--- config.mk ---
export PLATFORM = sky130hd
export DESIGN_NAME = wb_addr_router
export DESIGN_NICKNAME = d
export VERILOG_FILES = /design/src/rtl/wb_router_pkg.sv /design/src/rtl/wb_addr_match.sv /design/src/rtl/wb_addr_router.sv
export SDC_FILE = /design/constraint.sdc
export NUM_CORES = 1
export LEC_CHECK = 0
export BUFFER_PORTS_ARGS = -buffer_cell sky130_fd_sc_hd__buf_2
export CELL_PAD_IN_SITES_DETAIL_PLACEMENT = 1
export CELL_PAD_IN_SITES_GLOBAL_PLACEMENT = 2
export CORE_ASPECT_RATIO = 0.9
export CORE_MARGIN = 5
export CORE_UTILIZATION = 23
export CTS_CLUSTER_SIZE = 30
export DETAILED_ROUTE_END_ITERATION = 7
export GPL_ROUTABILITY_DRIVEN = 0
export PLACE_DENSITY = 0.93
export SYNTH_ARGS = -nofsm -noshare
export SYNTH_HDL_FRONTEND = slang
export SYNTH_HIERARCHICAL = 1
export SYNTH_SLANG_ARGS = --single-unit
--- constraint.sdc ---
create_clock -name clk_i -period 2.1 [get_ports clk_i]
set_input_delay 0 -clock clk_i [delete_from_list [all_inputs] [get_ports clk_i]]
set_output_delay 0 -clock clk_i [all_outputs]
set_load 0.1 [all_outputs]
--- src/rtl/wb_router_pkg.sv ---
// rtl/wb_router_pkg.sv - shared types and helpers for the wishbone address router
package wb_router_pkg;

  typedef enum logic [1:0] {
    IDLE,
    ACCESS,
    RESP
  } state_t;

  function automatic int cnt_width(input int timeout);
    return $clog2(timeout + 1);
  endfunction

  // OR-reduction of bit positions; exact for a one-hot input
  function automatic logic [3:0] onehot_to_idx(input logic [15:0] oh);
    logic [3:0] idx;
    idx = '0;
    for (int i = 0; i < 16; i++) begin
      if (oh[i]) idx = idx | 4'(i);
    end
    return idx;
  endfunction

endpackage

--- src/rtl/wb_addr_match.sv ---
// rtl/wb_addr_match.sv - per-slave prefix/mask comparators with lowest-index priority
module wb_addr_match #(
  parameter int NUM_SLAVES = 3,
  parameter int ADDR_W     = 32
) (
  input  logic [ADDR_W-1:0]            adr_i,
  input  logic [NUM_SLAVES*ADDR_W-1:0] prefix_i,
  input  logic [NUM_SLAVES*ADDR_W-1:0] mask_i,
  output logic                         match_valid_o,
  output logic [NUM_SLAVES-1:0]        match_oh_o
);

  logic [NUM_SLAVES-1:0] hit;

  always_comb begin
    hit = '0;
    for (int k = 0; k < NUM_SLAVES; k++) begin
      hit[k] = ((adr_i & mask_i[k*ADDR_W +: ADDR_W]) ^ prefix_i[k*ADDR_W +: ADDR_W]) == '0;
    end
  end

  // isolate the lowest set bit so overlapping windows resolve to the lowest index
  assign match_oh_o    = hit & (~hit + 1'b1);
  assign match_valid_o = |hit;

endmodule

--- src/rtl/wb_addr_router.sv ---
// rtl/wb_addr_router.sv - 1-to-N wishbone classic router with decode error and timeout
module wb_addr_router
  import wb_router_pkg::*;
#(
  parameter int NUM_SLAVES = 3,
  parameter int ADDR_W     = 32,
  parameter int DATA_W     = 32,
  parameter int TIMEOUT    = 255
) (
  input  logic                         clk_i,
  input  logic                         rst_ni,
  input  logic                         m_cyc_i,
  input  logic                         m_stb_i,
  input  logic                         m_we_i,
  input  logic [ADDR_W-1:0]            m_adr_i,
  input  logic [DATA_W-1:0]            m_dat_i,
  input  logic [DATA_W/8-1:0]          m_sel_i,
  output logic [DATA_W-1:0]            m_dat_o,
  output logic                         m_ack_o,
  output logic                         m_err_o,
  input  logic [NUM_SLAVES*ADDR_W-1:0] slv_adr_prefix_i,
  input  logic [NUM_SLAVES*ADDR_W-1:0] slv_adr_mask_i,
  output logic [NUM_SLAVES-1:0]        s_cyc_o,
  output logic [NUM_SLAVES-1:0]        s_stb_o,
  output logic                         s_we_o,
  output logic [ADDR_W-1:0]            s_adr_o,
  output logic [DATA_W-1:0]            s_dat_o,
  output logic [DATA_W/8-1:0]          s_sel_o,
  input  logic [NUM_SLAVES*DATA_W-1:0] s_dat_i,
  input  logic [NUM_SLAVES-1:0]        s_ack_i,
  input  logic [NUM_SLAVES-1:0]        s_err_i,
  output logic                         timeout_o
);

  localparam int CNT_W = cnt_width(TIMEOUT);

  state_t                state_q, state_d;
  logic [NUM_SLAVES-1:0] sel_q, sel_d, match_oh;
  logic                  match_valid;
  logic [CNT_W-1:0]      cnt_q, cnt_d;
  logic                  ack_d, err_d, to_d, latch_req, cap_dat;
  logic [3:0]            sel_idx;
  logic                  slv_ack, slv_err;

  wb_addr_match #(
    .NUM_SLAVES (NUM_SLAVES),
    .ADDR_W     (ADDR_W)
  ) u_match (
    .adr_i         (m_adr_i),
    .prefix_i      (slv_adr_prefix_i),
    .mask_i        (slv_adr_mask_i),
    .match_valid_o (match_valid),
    .match_oh_o    (match_oh)
  );

  assign sel_idx = onehot_to_idx(16'(sel_q));
  assign slv_ack = |(s_ack_i & sel_q);
  assign slv_err = |(s_err_i & sel_q);
  assign s_cyc_o = (state_q == ACCESS) ? sel_q : '0;
  assign s_stb_o = (state_q == ACCESS) ? sel_q : '0;

  always_comb begin
    state_d   = state_q;
    sel_d     = sel_q;
    cnt_d     = cnt_q;
    ack_d     = 1'b0;
    err_d     = 1'b0;
    to_d      = timeout_o;
    latch_req = 1'b0;
    cap_dat   = 1'b0;
    case (state_q)
      IDLE: begin
        if (m_cyc_i && m_stb_i) begin
          latch_req = 1'b1;
          if (match_valid) begin
            sel_d   = match_oh;
            cnt_d   = '0;
            state_d = ACCESS;
          end else begin
            err_d   = 1'b1;
            state_d = RESP;
          end
        end
      end
      ACCESS: begin
        // abort beats any response arriving in the same cycle
        if (!m_cyc_i) begin
          state_d = IDLE;
        end else if (slv_err) begin
          err_d   = 1'b1;
          state_d = RESP;
        end else if (slv_ack) begin
          ack_d   = 1'b1;
          cap_dat = 1'b1;
          state_d = RESP;
        end else if (cnt_q == CNT_W'(TIMEOUT - 1)) begin
          err_d   = 1'b1;
          to_d    = 1'b1;
          state_d = RESP;
        end else begin
          cnt_d = cnt_q + 1'b1;
        end
      end
      RESP:    state_d = IDLE;
      default: state_d = IDLE;
    endcase
  end

  always_ff @(posedge clk_i or negedge rst_ni) begin
    if (!rst_ni) state_q <= IDLE;
    else         state_q <= state_d;
  end

  always_ff @(posedge clk_i or negedge rst_ni) begin
    if (!rst_ni) begin
      sel_q     <= '0;
      cnt_q     <= '0;
      m_ack_o   <= 1'b0;
      m_err_o   <= 1'b0;
      m_dat_o   <= '0;
      timeout_o <= 1'b0;
      s_we_o    <= 1'b0;
      s_adr_o   <= '0;
      s_dat_o   <= '0;
      s_sel_o   <= '0;
    end else begin
      sel_q     <= sel_d;
      cnt_q     <= cnt_d;
      m_ack_o   <= ack_d;
      m_err_o   <= err_d;
      timeout_o <= to_d;
      if (latch_req) begin
        s_we_o  <= m_we_i;
        s_adr_o <= m_adr_i;
        s_dat_o <= m_dat_i;
        s_sel_o <= m_sel_i;
      end
      if (cap_dat) m_dat_o <= s_dat_i[sel_idx*DATA_W +: DATA_W];
    end
  end

endmodule

# [Word-level counts from Yosys, hierarchy flattened]
# Cells that the tools add are included.
[totals] ff_bits=117 latchBits=0 ramBits=0 mem_bits_ro=0 output_inout_bits=110 word_cells=78 mem_count=0
[op_classes] addsub=2 multipliers=0 div_mod_pow=0 n_lt_le_gt_ge=0 eq_ne=9 shifts=1 n_mux=30 bitwise=12 n_reduce_logical=13
[op_table] op="bitwise AND 32 bit" n=3
[op_table] op="zero test 32 bit" n=3
[op_table] op="indexed part select 96 x 8 -> 32 bit" n=1
[op_table] op="bitwise XOR 32 bit" n=3
[op_table] op="two-way mux 8 bit" n=6
[op_table] op="case mux 8 bit (2 select lines)" n=1
[op_table] op="two-way mux 2 bit" n=7
[op_table] op="two-way mux 1 bit" n=13
[op_table] op="inequality test 2 bit, second input constant" n=6
[op_table] op="bitwise AND 3 bit" n=3
[op_table] op="OR reduction 3 bit" n=3
[op_table] op="adder 8 x 1 -> 8 bit, second input constant" n=1
[op_table] op="== test 8 bit, second input constant" n=1
[op_table] op="AND reduction 7 bit" n=1
[op_table] op="inequality test 5 x 4 -> 1 bit, second input constant" n=1
[op_table] op="AND reduction 5 bit" n=1
[op_table] op="case mux 2 bit (2 select lines)" n=1
[op_table] op="adder 3 x 1 -> 3 bit, second input constant" n=1
[op_table] op="two-way mux 3 bit" n=1
[op_table] op="inverter 3 bit" n=1
[op_table] op="AND reduction 3 bit" n=1
[op_table] op="== test 2 x 1 -> 1 bit, second input constant" n=1
[op_table] op="zero test 2 bit" n=1
[op_table] op="inverter 1 bit" n=2
[op_table] op="other kinds (4)" n=4

# [Longest topological paths before layout]
# Gate-level depths: netlist (run 1).
[depth] ltp_word=7 ltp_mapped=8 depth_no_buf=8

# [Hierarchy]
# Netlist (run 1), hierarchy kept.
[by_module_without_submodules] mod="wb_addr_router" instances=1 cells_per_inst=441 area_each_um2=5176.2 seq_area_each_um2=2927.8
[by_module_without_submodules] mod="wb_addr_match" instances=1 cells_per_inst=258 area_each_um2=1775.5 seq_area_each_um2=0.0

# [Worst setup path before layout (run 1)]
# OpenSTA, ideal clock, no wires.
[synth_path] path_kind="reg2out" from="reg sel_q[2]" to="out s_stb_o[2]" t_arrival_ns=2.134 required_ns=2.100 slack_ns=-0.034 stages_incl_launch_ff=5 n_path_buf=3 cell_sequence="dfrtp_1 -> buf_6 -> clkbuf_1 -> and2_1 -> buf_4"
[synth_via] elab_chain_len=1
[synth_lines] item="start: declaration" line_no="wb_addr_router.sv:38" text="logic [NUM_SLAVES-1:0] sel_q, sel_d, match_oh;"
[synth_lines] item="start signal: assignment" line_no="wb_addr_router.sv:127" text="sel_q <= sel_d;"
[synth_lines] item="two-way mux 3 bit"
[synth_lines] item="end: declaration" line_no="wb_addr_router.sv:24" text="output logic [NUM_SLAVES-1:0] s_stb_o,"
# Every way passes these cells.

# [Final worst setup path (run 1)]
[layout_path] from="in m_adr_i[24]" to="reg sel_q[0]"
[layout_via] elab_cells_between_ends=14
[layout_lines] item="start: declaration" line_no="wb_addr_router.sv:15" text="input logic [ADDR_W-1:0] m_adr_i,"
[layout_lines] item="bitwise AND 32 bit" line_no="wb_addr_match.sv:18" text="hit[k] = ((adr_i & mask_i[k*ADDR_W +: ADDR_W]) ^ prefix_i[k*ADDR_W +: ADDR_W]) == '0;"
[layout_lines] item="bitwise XOR 32 bit" line_no="wb_addr_match.sv:18"
[layout_lines] item="zero test 32 bit" line_no="wb_addr_match.sv:18"
[layout_lines] item="OR reduction 3 bit (*)" line_no="wb_addr_match.sv:24" text="assign match_valid_o = |hit;"
[layout_lines] item="via match_valid" line_no="wb_addr_router.sv:39" text="logic match_valid;"
[layout_lines] item="AND reduction 3 bit (no source line) (*)"
# The timed path passes the listed nets; every way through them passes the cells marked *.
# A chain may end at the register's enable or synchronous reset.

==> key figures, run 1 <==
Status
  • Status: completed

Place
  • Post-DP HPWL: 27630 um
  • Pre-CTS WS: -212.9 ps
  • Placed instance count: 1595
  • Buffers on Ports: 476

Detailed routing
  • DRC viols: 0
  • Via density: 4.864
  • ANT nets after route: 0
  • DRT iter0 DRCs: 441
  • Drt wl/cell: 21.09 um
  • Vias: 8536
  • Pre-antenna DRT Iters: 5
  • Final WL: 37020 um

Worst hold path
  • Tightest Hold Check Type: input pin to flop
  • Hold_sp: s_dat_i[87]
  • Hold depth: 5
  • Hold Path Sink: m_dat_o[23]

Clock tree
  • Clock Path Buffers: 2
  • Clock Latency Late Sink: 420 ps
  • Worst-path clk slew: 60 ps
  • Root Driver: clkbuf_16
  • Num CTS Buffers: 17
  • TritonCTS clock tree: built
  • Clk sinks: 117
  • CTS H-Tree Depth: 4

Worst setup path
  • Critical Path AT: 2390 ps
  • CP endpoint kind: flop
  • Critical-path maximum fanout: 5
  • Worst Reg-to-Reg Cells: 7
  • Required time worst endpoint: 2410 ps
  • Reg-to-Reg End: cnt_q[7]
  • Worst Setup Start Kind: input pin
  • Reg2Reg Launch Point: cnt_q[0]
  • R2R setup slack: 100 ps
  • CP Launch Point: m_adr_i[24]
  • CP Class: input pin to flop

Synthesis
  • Avg Inst Size Synth: 9.945 um2
  • Async SR Flop Fraction: 1.000
  • Flops & latches, synth: 117
  • Post-Synth Adder-Cell Area: 0.003600
  • XOR/XNOR Fraction of Synth Area: 0
  • Most common cell in the synthesized netlist: dfrtp_1
  • Syn Inst Count: 699
  • Synth Area in Compound Gates: 0.2185
  • Synth Area in Simple Gates: 0.1667
  • Distinct cells, synth: 43
  • Top area cells in the synthesized netlist: dfrtp_1, mux2_2, a21oi_1
  • Yosys warnings: 6
  • Main combinational cell family by area after synthesis: compound AO/OA/AOI/OAI gates
  • Syn_nets: 1068
  • Main synth FF type: dfrtp_1
  • Post-synth top cells: dfrtp_1, a21oi_1, mux2_2
  • Post-Syn Area: 0.006952 mm2
  • Post-synth top area cell: dfrtp_1
  • Number of synthesized flops with an enable pin: 0
  • Mux cell area share after synthesis: 0.1649
  • Post-synth top area share: 0.4212
  • Sequential cell area fraction in the yosys report: 0.4212

Timing
  • Setup violators final: 0
  • Max-slew violations: 0
  • Worst Skew: 9.050 ps
  • Final hold violations: 0
  • Setup ws final: 14.33 ps
  • Crit path time final: 2086 ps
  • Post-Route Setup TNS: 0 ps
  • Fin crit share: 0.9932
  • Highest Clock Rate: 479.5 MHz
  • Relative slew slack: 0.5156
  • Worst-Margin Slew: 720.4 ps
  • Unrepaired setup endpoints after global routing: true

Floorplan
  • Die ar.: 0.03381 mm2
  • I/O pin total: 477
  • Starting Density: 0.2327
  • Die width: 193.3 um
  • Die Y: 174.9 um
  • FP Rows: 60
  • Core Region: 0.02988 mm2

Power and ir drop
  • Max VDD drop: 0.8137 mV
  • Tot Pwr: 9.131 mW
  • Pwr/cell area: 760.9 mW/mm2
  • Lkg Pwr: 6.143 nW

GRT
  • Vias in the first global route: 9459
  • First-pass GRT wire length: 55410 um
  • Initial antenna violation count: 9
  • Largest net degree at the start of global routing: 66
  • Gr usage total: 0.2096
  • Global route overflow: 0

Layout
  • Fill cells: 3558
  • Final cell count without fillers: 1755
  • Sequential cell area: 0.002929 mm2
  • Area of the multi-input gates: 0.003891 mm2
  • Layout cell share with drive strength beyond 1: 0.4855
  • Fin nets: 1701
  • Synthesis-to-layout area growth: 72.62%

Flow run
  • Max cap viols: 0
report_power, final:
| part | internal [mW] | switching (mW) | total [mW] | leakage, nW |
|---|---|---|---|---|
| registers | 2.49 | 0.141 | 2.64 | 1.47 |
| logic | 0.960 | 2.52 | 3.48 | 4.37 |
| clock network | 1.78 | 1.24 | 3.01 | 0.295 |
cells by family (layout without fill, tap and decap cells):
logic type               Yosys count  count (layout)
buffers and inverters             35             681
adder cells (fa/ha/maj)            2               2
flip-flops                       117             117
AND/OR/NAND/NOR                  207             207
multiplexers                     105             105
other                              0               7
AO/OA/AOI/OAI                    233             233
flip-flops by register name, indices dropped and copies added, names as in the netlist:
| name | count |
|---|---|
| cnt_q | 8 |
| m_ack_o | 1 |
| m_dat_o | 32 |
| m_err_o | 1 |
| s_adr_o | 32 |
| s_dat_o | 32 |
| s_sel_o | 4 |
| s_we_o | 1 |
| sel_q | 3 |
| state_q | 2 |
| timeout_o | 1 |
final cells by class:
cell class | instances | area share
diodes | 7 | 0.001460
repair buffers | 646 | 0.3377
flip-flops and latches | 117 | 0.2441
well taps | 403 | 0.04202
multi-input cells | 547 | 0.3243
clock buffers | 17 | 0.03545
inverters | 3 | 0.0009384
clock inverters | 15 | 0.01408
critical path: stages:
cell and delay (ps):
dlygate4sd3_1 550, buf_6 120, and3_1 140, o22a_1 200, nand4_1 110, or4_4 530, or3b_4 260, nand2_2 70
buf_6 150, mux2_2 270
through the flow:
stage / utilization / hold slack [ps] / area (um2)
detailed placement: 0.3390 / -89.78 / 10130
floorplan: - / -295.6 / 6953
global placement: 0.3390 / -86.95 / 10130
global route: 0.4016 / 29.22 / 12000
CTS: 0.3991 / 0.1383 / 11920
finish: 0.4016 / 15.80 / 12000
how the worst max path moves through the flow:
stage                  to  slack [ps]  cells after the start
5_1_grt          sel_q[0]         -40                     10
3_5_place_dp     sel_q[0]        -210                     10
4_1_cts          sel_q[0]           5                     12
6_report         sel_q[0]          10                     10
2_1_floorplan  s_stb_o[0]          60                      4
3_3_place_gp     sel_q[2]        -180                     10
layer usage:
layer  GRT usage  vias up  routed length [um]
met2      0.3670      314               19040
met5           0        -                  47
met1      0.2446     4212               14600
met3     0.06555       72                2302
met4     0.06903        6                1029
li1            -     3932                   -
layout by cell type (no fill, tap or decap), types with 3 or more instances in the layout:
master           n
a211oi_1        20
a211oi_2         4
a21boi_0        27
a21o_1          22
a21oi_1        111
a31oi_1          8
and3_1          49
and3b_1         24
buf_12           5
buf_2          472
buf_4           44
buf_6            5
clkbuf_16       17
clkinv_4         5
dfrtp_1        116
diode_2          7
dlygate4sd3_1  119
inv_1            3
inv_6            5
mux2_2          72
mux2i_1         32
nand2_1          5
nand3_1         28
nand4_1         12
nor2_1          66
nor2b_1          3
nor3_1           5
o21ai_0          4
o22a_1          24
repair_timing:
action                                 CTS  global route
buffers inserted                         0             1
resized for setup                        0            18
hold buffers                           120             0
setup endpoints to repair                0            14
endpoints found under the hold margin  217             0
Note: power is estimated with default switching activity, not from simulation.
==> run 2, diff against run 1 <==
- CELL_PAD_IN_SITES_DETAIL_PLACEMENT: 1 -> not set
- CELL_PAD_IN_SITES_GLOBAL_PLACEMENT: 2 -> not set
- CORE_AREA: not set -> 5 5 185 187
- CORE_ASPECT_RATIO: 0.9 -> not set
- CORE_MARGIN: 5 -> not set
- CORE_UTILIZATION: 23 -> not set
- DIE_AREA: not set -> 0 0 190 192
- PLACE_DENSITY: 0.93 -> 0.58
==> run 2 against run 1 <==
  * Sequential share of layout area is 0.22 points higher
  * Hold slack improved by 10 ps
  * Critical path depth fell by 4
  * Routed wire length shrank 16%
  * Sequential cell count did not move
  * Worst setup slack improved by 70 ps
  * Largest power group unchanged
  * Sequential power about the same
  * Register-to-register slack lost 20 ps
  * Combinational power is 2% lower
  * Clock power down 4%
  * Power fell by 2.4%
==> key figures, run 2 (synthesized netlist as in run 1, its figures left out) <==
Status
  • Status: completed

Detailed routing
  • Via density: 4.599 (-5.4%)
  • DRT iter0 DRCs: 414 (-6.1%)
  • Vias: 8187 (-4.1%)
  • ANT nets after route: 0 (unchanged)
  • Drt wl/cell: 17.52 um (-17%)
  • Final WL: 31190 um (-16%)
  • Pre-antenna DRT Iters: 6 (+1)
  • DRC viols: 0 (unchanged)

GRT
  • Gr usage total: 0.1622 (-0.04737)
  • Largest net degree at the start of global routing: 76 (+15%)
  • Vias in the first global route: 8445 (-11%)
  • Initial antenna violation count: 1 (-8)
  • First-pass GRT wire length: 45970 um (-17%)
  • Global route overflow: 0 (unchanged)

Place
  • Placed inst area: 0.01024 mm2 (+1.1%)
  • Post-DP HPWL: 25170 um (-8.9%)
  • Pre-CTS WS: -316.6 ps (-103.7 ps)
  • Buffers on Ports: 476 (unchanged)
  • Placed instance count: 1641 (+2.9%)

Power and ir drop
  • Max VDD drop: 0.5100 mV (-37%)
  • Pwr/cell area: 749.2 mW/mm2 (-1.5%)
  • Lkg Pwr: 6.081 nW (-1.0%)

Floorplan
  • I/O pin total: 477 (unchanged)
  • Die ar.: 0.03648 mm2 (+7.9%)
  • Die Y: 192 um (+9.8%)
  • Die width: 190 um (-1.7%)
  • FP Rows: 66 (+10%)
  • Starting Density: 0.2153 (-0.01736)
  • Core Region: 0.03229 mm2 (+8.1%)

Worst setup path
  • Reg-to-Reg End: m_dat_o[17]
  • Most used cell, CP: a21oi_1
  • Critical Path, Cell by Cell: buf_6 -> mux2i_1 -> dlygate4sd3_1 -> nor2_1 -> a21oi_1 -> a21oi_1
  • CP Class: flop to flop
  • Critical-path maximum fanout: 30 (+25)
  • Crit path max-delay family: buffers and inverters
  • CP endpoint kind: flop
  • Critical Path Max Stage Delay: 590 ps (+40 ps)
  • R2R setup slack: 80 ps (-20 ps)
  • Worst Reg-to-Reg Cells: 6 (-1)
  • Buf/Inv on CP: 2 (-1)
  • CP max-delay cell: dlygate4sd3_1
  • Reg2Reg Launch Point: sel_q[2]
  • Critical Path AT: 2300 ps (-90 ps)
  • Worst Setup Start Kind: flop
  • Required time worst endpoint: 2390 ps (-20 ps)

Layout
  • Layout cell share with drive strength beyond 1: 0.4869 (+0.001409)
  • Fin nets: 1693 (-0.47%)
  • Util after Layout: 0.3683 (-0.03335)
  • Fill cells: 3290 (-7.5%)
  • Area of the multi-input gates: 0.003874 mm2 (-0.45%)
  • Final Cell Area: 0.01189 mm2 (-0.91%)
  • Regs by FF count: m_dat_o (32), s_adr_o (32), s_dat_o (32)
  • Synthesis-to-layout area growth: 71.06%
  • Sequential cell area: 0.002929 mm2 (unchanged)
  • Most frequent cells in the layout: buf_2, dfrtp_1, a21oi_1, dlygate4sd3_1, mux2_2
  • Commonest non-fill, non-tap cell in the layout: buf_2
  • Final cell count without fillers: 1780 (+1.4%)

Timing
  • Setup ws final: 84.29 ps (+69.96 ps)
  • Worst-Margin Slew: 608.8 ps (-111.6 ps)
  • Final hold violations: 0 (unchanged)
  • Worst Skew: 8.278 ps (-0.7725 ps)
  • Final hold slack: 25.95 ps (+10.15 ps)
  • Max-slew violations: 0 (unchanged)
  • Unrepaired setup endpoints after global routing: false
  • Highest Clock Rate: 496.1 MHz (+3.5%)
  • Fin crit share: 0.9599 (-0.03331)
  • Setup violators final: 0 (unchanged)
  • Crit path time final: 2016 ps (-69.96 ps)
  • Relative slew slack: 0.5942 (+0.07854)

Worst hold path
  • Hold Path Sink: m_dat_o[27]
  • Hold_sp: s_dat_i[27]
  • Tightest Hold Check Type: input pin to flop
  • Hold depth: 5 (unchanged)

Clock tree
  • Clock Latency Late Sink: 410 ps (about the same)
  • Postcts setup bufs: 0 (unchanged)
  • Clock Path Buffers: 2 (unchanged)
  • Worst-path clk slew: 60 ps (about the same)
  • Num CTS Buffers: 17 (unchanged)
  • CTS H-Tree Depth: 4 (unchanged)
  • TritonCTS clock tree: built
  • Root Driver: clkbuf_16
  • Clk sinks: 117 (unchanged)

Flow run
  • Max cap viols: 0 (unchanged)
==> run 2: per-layer routing <==
metal	GRT usage	vias to the layer above	wire, um
met4	0.06205	0	929
met5	0	-	0
li1	-	3909	-
met2	0.2751	327	15280
met1	0.1940	3899	12740
met3	0.04835	52	2239
==> run 2: cell type report <==
type                            instances  share of cell area
Multi-Input combinational cell        547              0.3258
Tap cell                              442             0.04651
Timing Repair Buffer                  638              0.3318
Sequential cell                       117              0.2463
Clock buffer                           21             0.03788
Antenna cell                            1           0.0002104
Inverter                                3           0.0009470
Clock inverter                         11             0.01063
==> run 2: what timing repair did <==
item | 4_1_cts | 5_1_grt
hold endpoints to repair | 213 | 0
hold buffers | 106 | 0
resized for setup | 0 | 2
setup endpoints to repair | 0 | 4
==> run 2: power by group <==
group	switching (mW)	leakage (nW)	internal (mW)
Sequential	0.118	1.47	2.50
Clock	1.10	0.270	1.78
Combinational	2.47	4.34	0.937
==> run 2: worst reg2reg max path, delay by kind of cell, from the launching register on <==
family	cells	cell delay [ps]
compound gates	2	210
buf+inv	2	930
flops	1	430
mux	1	290
simple gates	1	40
==> run 2: how the worst max path moves through the flow <==
stage / from / to / slack [ps] / cells after the start
after floorplan: state_q[1] / s_stb_o[0] / 60 / 4
after global placement: m_adr_i[1] / cnt_q[1] / -300 / 9
after detailed placement: m_adr_i[1] / cnt_q[1] / -320 / 9
after CTS: sel_q[2] / m_dat_o[18] / 40 / 6
after global routing: sel_q[2] / cnt_q[5] / 2 / 5
final: sel_q[2] / m_dat_o[17] / 80 / 6
==> run 2: metrics by stage <==
stage | power, mW | setup TNS (ps)
floorplan | 4.899 | 0
global placement | 5.880 | -2916
CTS | 9.020 | 0
detailed placement | 5.908 | -3286
global route | 9.282 | 0
finish | 8.909 | 0
==> run 3, diff against run 2 <==
- REMOVE_ABC_BUFFERS: not set -> 1
==> run 3 against run 2 <==
  * Count of clock-buffer cells in the layout is 4 lower
  * Via count is 3.6% higher
  * Non-clock buffer count is 42 higher
  * Sequential cell count stayed put
  * Sequential power hardly changed
  * Final cell count is 2.3% higher
==> key figures, run 3 (synthesized netlist as in run 1, its figures left out) <==
Layout
  • Commonest non-fill, non-tap cell in the layout: buf_2
  • Regs by FF count: m_dat_o (32), s_adr_o (32), s_dat_o (32)
  • Synthesis-to-layout area growth: 77.41%
  • Fill cells: 3237 (-1.6%)
  • Final Cell Area: 0.01233 mm2 (+3.7%)
  • Layout cell share with drive strength beyond 1: 0.4764 (-0.01048)
  • Most frequent cells in the layout: buf_2, dlygate4sd3_1, dfrtp_1, a21oi_1, mux2_2
  • Diodes inserted: 0 (-1)
  • Util after Layout: 0.3820 (+0.01368)
  • Fin nets: 1735 (+2.5%)

Power and ir drop
  • Pwr/cell area: 734.6 mW/mm2 (-2.0%)
  • Lkg Pwr: 6.280 nW (+3.3%)
  • Max VDD drop: 0.4805 mV (-5.8%)

Detailed routing
  • Vias: 8484 (+3.6%)
  • Drt wl/cell: 17.76 um (+1.4%)
  • Final WL: 32350 um (+3.7%)
  • Pre-antenna DRT Iters: 5 (-1)
  • DRT iter0 DRCs: 435 (+5.1%)
  • DRC viols: 0 (unchanged)
  • Via density: 4.659 (+1.3%)
  • ANT nets after route: 0 (unchanged)

Worst setup path
  • Reg2Reg Launch Point: sel_q[2]
  • Buf/Inv on CP: 2 (unchanged)
  • Reg-to-Reg End: m_dat_o[19]
  • CP endpoint kind: flop
  • CP Class: flop to flop
  • Required time worst endpoint: 2390 ps (about the same)
  • Critical Path Max Stage Delay: 570 ps (-20 ps)
  • R2R setup slack: 80 ps (about the same)
  • Most used cell, CP: a21oi_1
  • Critical Path, Cell by Cell: buf_6 -> mux2i_1 -> dlygate4sd3_1 -> nor2_1 -> a21oi_1 -> a21oi_1
  • Critical Path AT: 2310 ps (about the same)
  • CP max-delay cell: dlygate4sd3_1
  • Critical-path maximum fanout: 31 (+3.3%)
  • Crit path max-delay family: buffers and inverters
  • Worst Reg-to-Reg Cells: 6 (unchanged)
  • Worst Setup Start Kind: flop

GRT
  • Initial antenna violation count: 0 (-1)
  • Gr usage total: 0.1690 (+0.006845)
  • Largest net degree at the start of global routing: 66 (-13%)
  • Vias in the first global route: 8762 (+3.8%)
  • Global route overflow: 0 (unchanged)
  • First-pass GRT wire length: 47840 um (+4.1%)

Clock tree
  • CTS H-Tree Depth: 4 (unchanged)
  • Clock Latency Late Sink: 430 ps (+20 ps)
  • Clk sinks: 117 (unchanged)
  • TritonCTS clock tree: built
  • Num CTS Buffers: 17 (unchanged)
  • Root Driver: clkbuf_16
  • Postcts setup bufs: 0 (unchanged)
  • Clock Path Buffers: 2 (unchanged)
  • Worst-path clk slew: 60 ps (about the same)

Status
  • Status: completed

Place
  • Post-DP HPWL: 24800 um (-1.5%)
  • Placed inst area: 0.01030 mm2 (+0.60%)
  • Buffers on Ports: 476 (unchanged)

Worst hold path
  • Hold Path Sink: m_dat_o[5]
  • Hold depth: 5 (unchanged)
  • Hold_sp: s_dat_i[5]
  • Tightest Hold Check Type: input pin to flop

Floorplan
  • I/O pin total: 477 (unchanged)
  • FP Rows: 66 (unchanged)
  • Die Y: 192 um (unchanged)
  • Die width: 190 um (unchanged)
  • Starting Density: 0.2153 (unchanged)
  • Die ar.: 0.03648 mm2 (unchanged)
  • Core Region: 0.03229 mm2 (unchanged)

Timing
  • Crit path time final: 2020 ps (+4.517 ps)
  • Max-slew violations: 0 (unchanged)
  • Relative slew slack: 0.5988 (+0.004613)
  • Unrepaired setup endpoints after global routing: false
  • Setup violators final: 0 (unchanged)
  • Worst Skew: 9.789 ps (+1.511 ps)
  • Post-Route Setup TNS: 0 ps (unchanged)
  • Fin crit share: 0.9620 (+0.002151)
  • Highest Clock Rate: 495.0 MHz (-0.22%)
  • Final hold violations: 0 (unchanged)
  • Worst-Margin Slew: 596.7 ps (-12.02 ps)

Flow run
  • Max cap viols: 0 (unchanged)
## run 3: stage by stage
stage,instances,setup WS [ps],hold slack (ps),total power [mW]
3_5_place_dp,1646,-374.5,-51.65,5.913
5_1_grt,1821,3.159,29.67,9.435
4_1_cts,1821,40.70,1.365,9.177
6_report,1821,79.77,21.14,9.060
2_1_floorplan,667,-7004,-295.6,4.913
3_3_place_gp,1646,-330.0,-51.88,5.882
## run 3: per-layer routing
metal  up-vias  share of wire  track usage
met5         -              0            0
met4         0          0.027      0.06483
met3        62          0.059      0.04017
met2       351           0.51       0.3019
met1      4067           0.40       0.1960
li1       4004              -            -
## run 3: worst max path at each step
stage                             from          end  slack [ps]  depth (start not counted)
floorplan                   state_q[1]     cnt_q[1]       -7000                          4
global placement            m_adr_i[1]     cnt_q[1]        -330                         10
detailed placement  slv_adr_mask_i[65]     cnt_q[1]        -370                         10
CTS                           sel_q[2]  m_dat_o[19]          40                          6
global route               m_adr_i[29]     cnt_q[0]           3                         11
finish                        sel_q[2]  m_dat_o[19]          80                          6
## run 3: layout make-up
class                           count  area, um2  area share
Sequential cell                   117       2929      0.2375
Clock inverter                     15      168.9     0.01370
Tap cell                          442      553.0     0.04484
Inverter                            3      11.26   0.0009131
Timing Repair Buffer              680       4378      0.3550
Multi-Input combinational cell    547       3867      0.3136
Clock buffer                       17      425.4     0.03449
## run 3: worst register-to-register path: cells and delay by family (launching register included)
kind	cells	cell delay (ps)
and+or+nand+nor	1	40
DFF	1	430
buffers and inverters	2	920
muxes	1	290
AOI/OAI and AO/OA	2	210
## run 3: where the power goes
group	internal [mW]	leakage, nW	switching (mW)
Combinational	0.994	4.52	2.49
Clock	1.78	0.284	1.19
Sequential	2.49	1.47	0.119
## run 3: repair_timing
action | 4_1_cts | 5_1_grt
resized for setup | 0 | 1
hold endpoints to repair | 218 | 0
hold buffers | 143 | 0
setup endpoints to repair | 0 | 9
